$ cat config.mk
export PLATFORM = sky130hd
export DESIGN_NAME = fpu_arbiter
export DESIGN_NICKNAME = d
export VERILOG_FILES = /design/src/rtl/fpu_arb_pkg.sv /design/src/rtl/rr_arbiter.sv /design/src/rtl/fpu_arbiter.sv
export SDC_FILE = /design/constraint.sdc
export NUM_CORES = 1
export LEC_CHECK = 0
export CAP_MARGIN = 5
export CORE_ASPECT_RATIO = 0.5
export CORE_MARGIN = 2
export CORE_UTILIZATION = 35
export CTS_CLUSTER_DIAMETER = 30
export DETAILED_ROUTE_END_ITERATION = 7
export MAX_ROUTING_LAYER = met4
export PLACE_DENSITY = 0.77
export SLEW_MARGIN = 30
export SYNTH_ARGS = -nofsm -noshare
export SYNTH_HDL_FRONTEND = slang
export SYNTH_HIERARCHICAL = 1
export SYNTH_SLANG_ARGS = --single-unit
$ cat constraint.sdc
create_clock -name sys_clk -period 3.15 [get_ports sys_clk]
set_input_delay 0.63 -clock sys_clk [delete_from_list [all_inputs] [get_ports sys_clk]]
set_output_delay 0.63 -clock sys_clk [all_outputs]
set_load 0.005 [all_outputs]
$ cat src/rtl/fpu_arb_pkg.sv
// ============================================================================
//  Module      : fpu_arb_pkg
//  Description : Shared types and constants for the FPU request arbiter.
//  Revision    : 1.0 - initial release
// ============================================================================
`default_nettype none

package fpu_arb_pkg;

    typedef enum logic [1:0] {
        ST_IDLE  = 2'd0,
        ST_ISSUE = 2'd1,
        ST_WAIT  = 2'd2,
        ST_RESP  = 2'd3
    } state_e;

    localparam logic [1:0] OP_ADD = 2'd0;
    localparam logic [1:0] OP_SUB = 2'd1;
    localparam logic [1:0] OP_MUL = 2'd2;
    localparam logic [1:0] OP_DIV = 2'd3;

    localparam logic [31:0] RSP_ERR_DATA = 32'hFFFF_FFFF;

endpackage

`default_nettype wire

$ cat src/rtl/rr_arbiter.sv
// ============================================================================
//  Module      : rr_arbiter
//  Description : Combinational round-robin picker; search starts at last+1.
//  Revision    : 1.0 - initial release
// ============================================================================
`default_nettype none

module rr_arbiter #(
    parameter  int N_REQ = 4,
    localparam int ID_W  = $clog2(N_REQ)
) (
    input  logic [N_REQ-1:0] req,
    input  logic [ID_W-1:0]  last,
    output logic [N_REQ-1:0] gnt,
    output logic [ID_W-1:0]  gnt_id,
    output logic             any
);

    logic [ID_W:0] w_idx;

    // Walk from the farthest candidate to the nearest so the nearest set bit wins.
    always_comb begin
        gnt    = '0;
        gnt_id = '0;
        any    = 1'b0;
        w_idx  = '0;
        for (int k = N_REQ; k >= 1; k--) begin
            w_idx = {1'b0, last} + (ID_W+1)'(k);
            if (w_idx >= (ID_W+1)'(N_REQ)) begin
                w_idx = w_idx - (ID_W+1)'(N_REQ);
            end
            if (req[w_idx[ID_W-1:0]]) begin
                gnt                    = '0;
                gnt[w_idx[ID_W-1:0]]   = 1'b1;
                gnt_id                 = w_idx[ID_W-1:0];
                any                    = 1'b1;
            end
        end
    end

endmodule

`default_nettype wire

$ cat src/rtl/fpu_arbiter.sv
// ============================================================================
//  Module      : fpu_arbiter
//  Description : Shares one IEEE754 ALU among N_REQ requesters, one op at a time.
//  Revision    : 1.0 - initial release
// ============================================================================
`default_nettype none

module fpu_arbiter
    import fpu_arb_pkg::*;
#(
    parameter  int N_REQ   = 4,
    parameter  int TIMEOUT = 1000,
    localparam int ID_W    = $clog2(N_REQ)
) (
    input  logic                 sys_clk,
    input  logic                 sys_rst,
    input  logic [N_REQ-1:0]     req_vld,
    output logic [N_REQ-1:0]     req_rdy,
    input  logic [N_REQ*32-1:0]  req_a,
    input  logic [N_REQ*32-1:0]  req_b,
    input  logic [N_REQ*2-1:0]   req_op,
    output logic [31:0]          alu_data1,
    output logic [31:0]          alu_data2,
    output logic [1:0]           alu_opcode,
    output logic                 alu_trig,
    input  logic [31:0]          alu_data_out,
    input  logic                 alu_vld,
    input  logic                 alu_work,
    output logic                 rsp_vld,
    output logic [ID_W-1:0]      rsp_id,
    output logic [31:0]          rsp_data,
    output logic                 rsp_err,
    output logic                 busy
);

    localparam int              CNT_W    = (TIMEOUT > 1) ? $clog2(TIMEOUT) : 1;
    localparam logic [CNT_W-1:0] CNT_LAST = CNT_W'(TIMEOUT - 1);

    state_e            state_q, state_d;
    logic [ID_W-1:0]   last_q, last_d;
    logic [ID_W-1:0]   id_q, id_d;
    logic [31:0]       a_q, a_d, b_q, b_d;
    logic [1:0]        op_q, op_d;
    logic [CNT_W-1:0]  cnt_q, cnt_d;
    logic [ID_W-1:0]   rsp_id_q, rsp_id_d;
    logic [31:0]       rsp_data_q, rsp_data_d;
    logic              rsp_err_q, rsp_err_d;

    logic [N_REQ-1:0]  w_gnt;
    logic [ID_W-1:0]   w_gnt_id;
    logic              w_any;

    rr_arbiter #(.N_REQ(N_REQ)) u_rr (
        .req    (req_vld),
        .last   (last_q),
        .gnt    (w_gnt),
        .gnt_id (w_gnt_id),
        .any    (w_any)
    );

    always_ff @(posedge sys_clk) begin
        if (sys_rst) begin
            state_q    <= ST_IDLE;
            last_q     <= ID_W'(N_REQ - 1);
            id_q       <= '0;
            a_q        <= '0;
            b_q        <= '0;
            op_q       <= '0;
            cnt_q      <= '0;
            rsp_id_q   <= '0;
            rsp_data_q <= '0;
            rsp_err_q  <= 1'b0;
        end else begin
            state_q    <= state_d;
            last_q     <= last_d;
            id_q       <= id_d;
            a_q        <= a_d;
            b_q        <= b_d;
            op_q       <= op_d;
            cnt_q      <= cnt_d;
            rsp_id_q   <= rsp_id_d;
            rsp_data_q <= rsp_data_d;
            rsp_err_q  <= rsp_err_d;
        end
    end

    always_comb begin
        state_d    = state_q;
        last_d     = last_q;
        id_d       = id_q;
        a_d        = a_q;
        b_d        = b_q;
        op_d       = op_q;
        cnt_d      = cnt_q;
        rsp_id_d   = rsp_id_q;
        rsp_data_d = rsp_data_q;
        rsp_err_d  = rsp_err_q;
        req_rdy    = '0;
        alu_trig   = 1'b0;
        alu_data1  = '0;
        alu_data2  = '0;
        alu_opcode = '0;
        case (state_q)
            ST_IDLE: begin
                if (!alu_work) begin
                    req_rdy = w_gnt;
                    if (w_any) begin
                        id_d    = w_gnt_id;
                        last_d  = w_gnt_id;
                        a_d     = req_a[{w_gnt_id, 5'd0} +: 32];
                        b_d     = req_b[{w_gnt_id, 5'd0} +: 32];
                        op_d    = req_op[{w_gnt_id, 1'b0} +: 2];
                        state_d = ST_ISSUE;
                    end
                end
            end
            ST_ISSUE: begin
                alu_trig   = 1'b1;
                alu_data1  = a_q;
                alu_data2  = b_q;
                alu_opcode = op_q;
                cnt_d      = '0;
                state_d    = ST_WAIT;
            end
            ST_WAIT: begin
                // A result landing on the final timeout cycle still counts as good.
                if (alu_vld) begin
                    rsp_id_d   = id_q;
                    rsp_data_d = alu_data_out;
                    rsp_err_d  = 1'b0;
                    state_d    = ST_RESP;
                end else if (cnt_q == CNT_LAST) begin
                    rsp_id_d   = id_q;
                    rsp_data_d = RSP_ERR_DATA;
                    rsp_err_d  = 1'b1;
                    state_d    = ST_RESP;
                end else begin
                    cnt_d = cnt_q + CNT_W'(1);
                end
            end
            default: begin
                state_d = ST_IDLE;
            end
        endcase
    end

    assign rsp_vld  = (state_q == ST_RESP);
    assign busy     = (state_q != ST_IDLE);
    assign rsp_id   = rsp_id_q;
    assign rsp_data = rsp_data_q;
    assign rsp_err  = rsp_err_q;

endmodule

`default_nettype wire

==> key figures, run 1 <==
Yosys
  – Main combinational cell family by area after synthesis: simple AND/OR/NAND/NOR gates
  – Synth Area in Adders: 0.0199
  – Xor-xnor portion of the synthesized cell area: 0.00380
  – Mux contribution to synthesized area: 0.236
  – Synth Register Bits: 117
  – Top FF cell, synth: dfxtp_1
  – Most frequent cells after synthesis: nand2_1, dfxtp_1, nor2_1
  – Gate Count Post-Synth: 774
  – Sequential fraction of the synthesis area: 0.339
  – EDFF count, synth: 0
  – Syn_nets: 1089
  – Largest cells by area after synthesis: dfxtp_1, mux4_2, nand2_1, and2_1, a21oi_1
  – Synth Warn #: 6
  – Compound-Gate Fraction of Synth Area: 0.0945
  – Synthesized area: 0.00691 mm2
  – Count leader, synth: nand2_1
  – Post-synth cell types: 55
  – Leading area contributor after synthesis: dfxtp_1
  – Syn avg cell area: 8.92 um2
  – Asr flop ratio synth: 0
  – Top cell type's share of synthesized area: 0.339
  – Simple-Gate Fraction of Synth Area: 0.255

GRT
  – First-pass GRT wire length: 38200 um
  – Largest net degree at the start of global routing: 80
  – GR Overflow Total: 0
  – Vias in the first global route: 7190
  – Initial antenna violation count: 2
  – GRT Total Usage: 0.244

Timing
  – Final Max Tran Viols: 0
  – Max Fclk: 328 MHz
  – Hold Vio Cnt, Final: 0
  – Setup violations, final: 0
  – Slew headroom: 0.425
  – Setup Skew: ~7.4 ps
  – Fin crit share: 0.968
  – Tmin final: 3050 ps
  – Worst Tran Pin Value: 863 ps

Final layout
  – Share of cells above drive strength 1: 0.138
  – Fill count: 1610
  – Fin util: 0.626
  – Design area: 0.0122 mm2
  – Layout net count: 1495
  – Post-route non-filler standard cell count: 1459
  – Layout area overhead: 75.9%

Floorplanning
  – Die W: 203 um
  – Die Y: 103 um
  – Core outline area: about 0.019 mm2
  – DIE AREA: approximately 0.021 mm2
  – # rows: 36
  – Initial core utilization: 0.356
  – IO Pins: about 410

Setup path
  – Setup Crit Path Kind: register to output pin
  – Critical Path Slowest Stage Cell: ha_4
  – WP data required: 2520 ps
  – Worst EP arrival: 2420 ps
  – Worst Path Max Fanout: 5
  – CP peak stage delay: roughly 360 ps
  – CP startpoint kind: register
  – Worst setup EP type: output pin
  – CP Cell Sequence: inv_1, ha_4, mux2i_4, buf_4, o22ai_1, a211oi_1, o2bb2ai_1, and2_1, dlygate4sd2_1

Routing
  – DRT Pass-1 Iters: 5
  – DR WL met2: 13500 um
  – Met3 routed WL: 1500 um
  – Final wirelength: 26900 um
  – Final routed DRC violation total: 0
  – Avg WL per Cell: ~18 um
  – Via density per instance: 5.14
  – DRT iter0 DRCs: 445
  – Top Metal Used: met4
  – Via count: about 7500
  – Post-detailed-route count of antenna-violating nets: 0
  – WL met1: 11300 um

CTS
  – Clk sinks: 117
  – CTS buffer count: 17
  – Clock latency on the worst-skew pair: 410 ps
  – Clk root buf: clkbuf_16
  – CTS H-tree depth: 4
  – CTS tree: yes
  – Bufs on Longest Clock Path: 2
  – Clock transition at path regs: 50 ps
  – Cts hold-fix bufs: 0

Power and ir drop
  – P_leak: between 4 and 5 nW
  – Comb power frac: 0.513
  – Psw: about 2.8 mW
  – Clk pwr share: 0.244
  – Total power: 8.34 mW
  – Maximum VDD drop: 531 uV
  – Sequential power share: 0.243
  – Switching share of power: 0.338
  – Int Pwr: 5.52 mW
  – Power per cell area: 686 mW/mm2

Placed design
  – Post-DP HPWL: 20300 um
  – Final GP Congestion: 0.928
  – Buffers on Ports: 411
  – Cell Area, Placed: 0.0114 mm2
  – Dpl cells: 1417

Min path
  – HP Class: register to register

Run status
  – Status: finished clean

Job
  – Max cap viols: 0
==> layout by cell type, fill, tap and decap left out, types with 5 or more instances in the layout <==
cell	instances
clkdlybuf4s50_1	402
nand2_1	147
dfxtp_1	115
nor2_1	86
a21oi_1	76
and2_1	72
mux4_2	66
nor3_1	35
buf_4	34
clkbuf_16	19
ha_1	9
inv_1	7
dlygate4sd2_1	7
nand2b_1	6
mux2i_1	6
o22ai_1	6
nand4_1	5
o2bb2ai_1	5
==> area by class of cell <==
class                      instances  area, um2  area share
inverter                           8       30.0     0.00247
sequential                       117       2340       0.193
antenna                            2       5.00    0.000412
multi-input combinational        583       4320       0.356
clock buffer                      20        457      0.0376
tap                              266        333      0.0274
timing repair buffer             453       4510       0.371
clock inverter                    10        155      0.0128
==> layer usage <==
metal	vias to the layer above	track usage
met5	-	-
met4	0	0.0786
met3	46	0.0508
met2	278	0.414
met1	3655	0.297
li1	3525	-
==> power by group through the flow <==
stage / clock (mW) / sequential (mW) / combinational (mW)
global route: 2.15 / 2.06 / 4.64
CTS: 2.07 / 2.02 / 4.13
finish: 2.03 / 2.03 / 4.28
detailed placement: 0 / 2.05 / 4.05
global placement: 0 / 2.03 / 3.98
floorplan: 0 / 2.02 / 2.52
==> worst paths after layout <==
check	end	slack, ps	startpoint	cells past startpoint
worst max-delay path	req_rdy[2]	100	last_q[1]$_SDFFE_PP1P_	9
worst min-delay path	a_q[6]$_SDFFE_PP0P_	450	a_q[6]$_SDFFE_PP0P_	2
worst max register to register	b_q[20]$_SDFFE_PP0P_	150	last_q[1]$_SDFFE_PP1P_	14
worst min register to register	a_q[6]$_SDFFE_PP0P_	450	a_q[6]$_SDFFE_PP0P_	2
==> sequential cells by signal, indices dropped and copies added, names as in the netlist <==
signal,flops
rsp_err,1
op_q,2
id_q,2
b_q,32
rsp_data,32
last_q,2
cnt_q,10
state_q,2
rsp_id,2
a_q,32
==> critical path, delay by kind of cell, from the launching register on <==
kind            cells  cell delay [ps]
compound gates      3              410
fa+ha+maj           1              360
buf+inv             3              480
flops               1              320
mux                 1              300
simple gates        1              140
==> cell families after synthesis <==
group	count (synthesis)
adder cells (fa/ha/maj)	11
AO/OA/AOI/OAI	111
AND/OR/NAND/NOR	379
flip-flops	117
multiplexers	79
buffers and inverters	74
XOR/XNOR	3
==> what timing repair did <==
action / in CTS / in global routing
cloned: 0 / 3
setup endpoints to repair: 4 / 47
endpoints found under the hold margin: 0 / 0
pin swaps: 4 / 5
setup buffers: 4 / 3
resized for setup: 18 / 11
==> metrics by stage <==
stage                     worst slack (ps)  hold WS, ps  TNS [ps]
final                                  100          447         0
after global routing                 -59.9          462     -80.8
after CTS                             47.8          449         0
after detailed placement              -212          442    -12100
after global placement                -170          438     -9100
after floorplan                       34.7          432         0
No activity file was read; power rests on OpenSTA's default activity.
==> run 2: changes to the inputs <==
--- a/config.mk
+++ b/config.mk
@@ -5,6 +5,7 @@
 export SDC_FILE = /design/constraint.sdc
 export NUM_CORES = 1
 export LEC_CHECK = 0
+export ABC_CLOCK_PERIOD_IN_PS = 3150
 export CAP_MARGIN = 5
 export CORE_ASPECT_RATIO = 0.5
 export CORE_MARGIN = 2
==> results of run 2 <==
No change in the layout: final DEF, timing and power equal those of run 1.
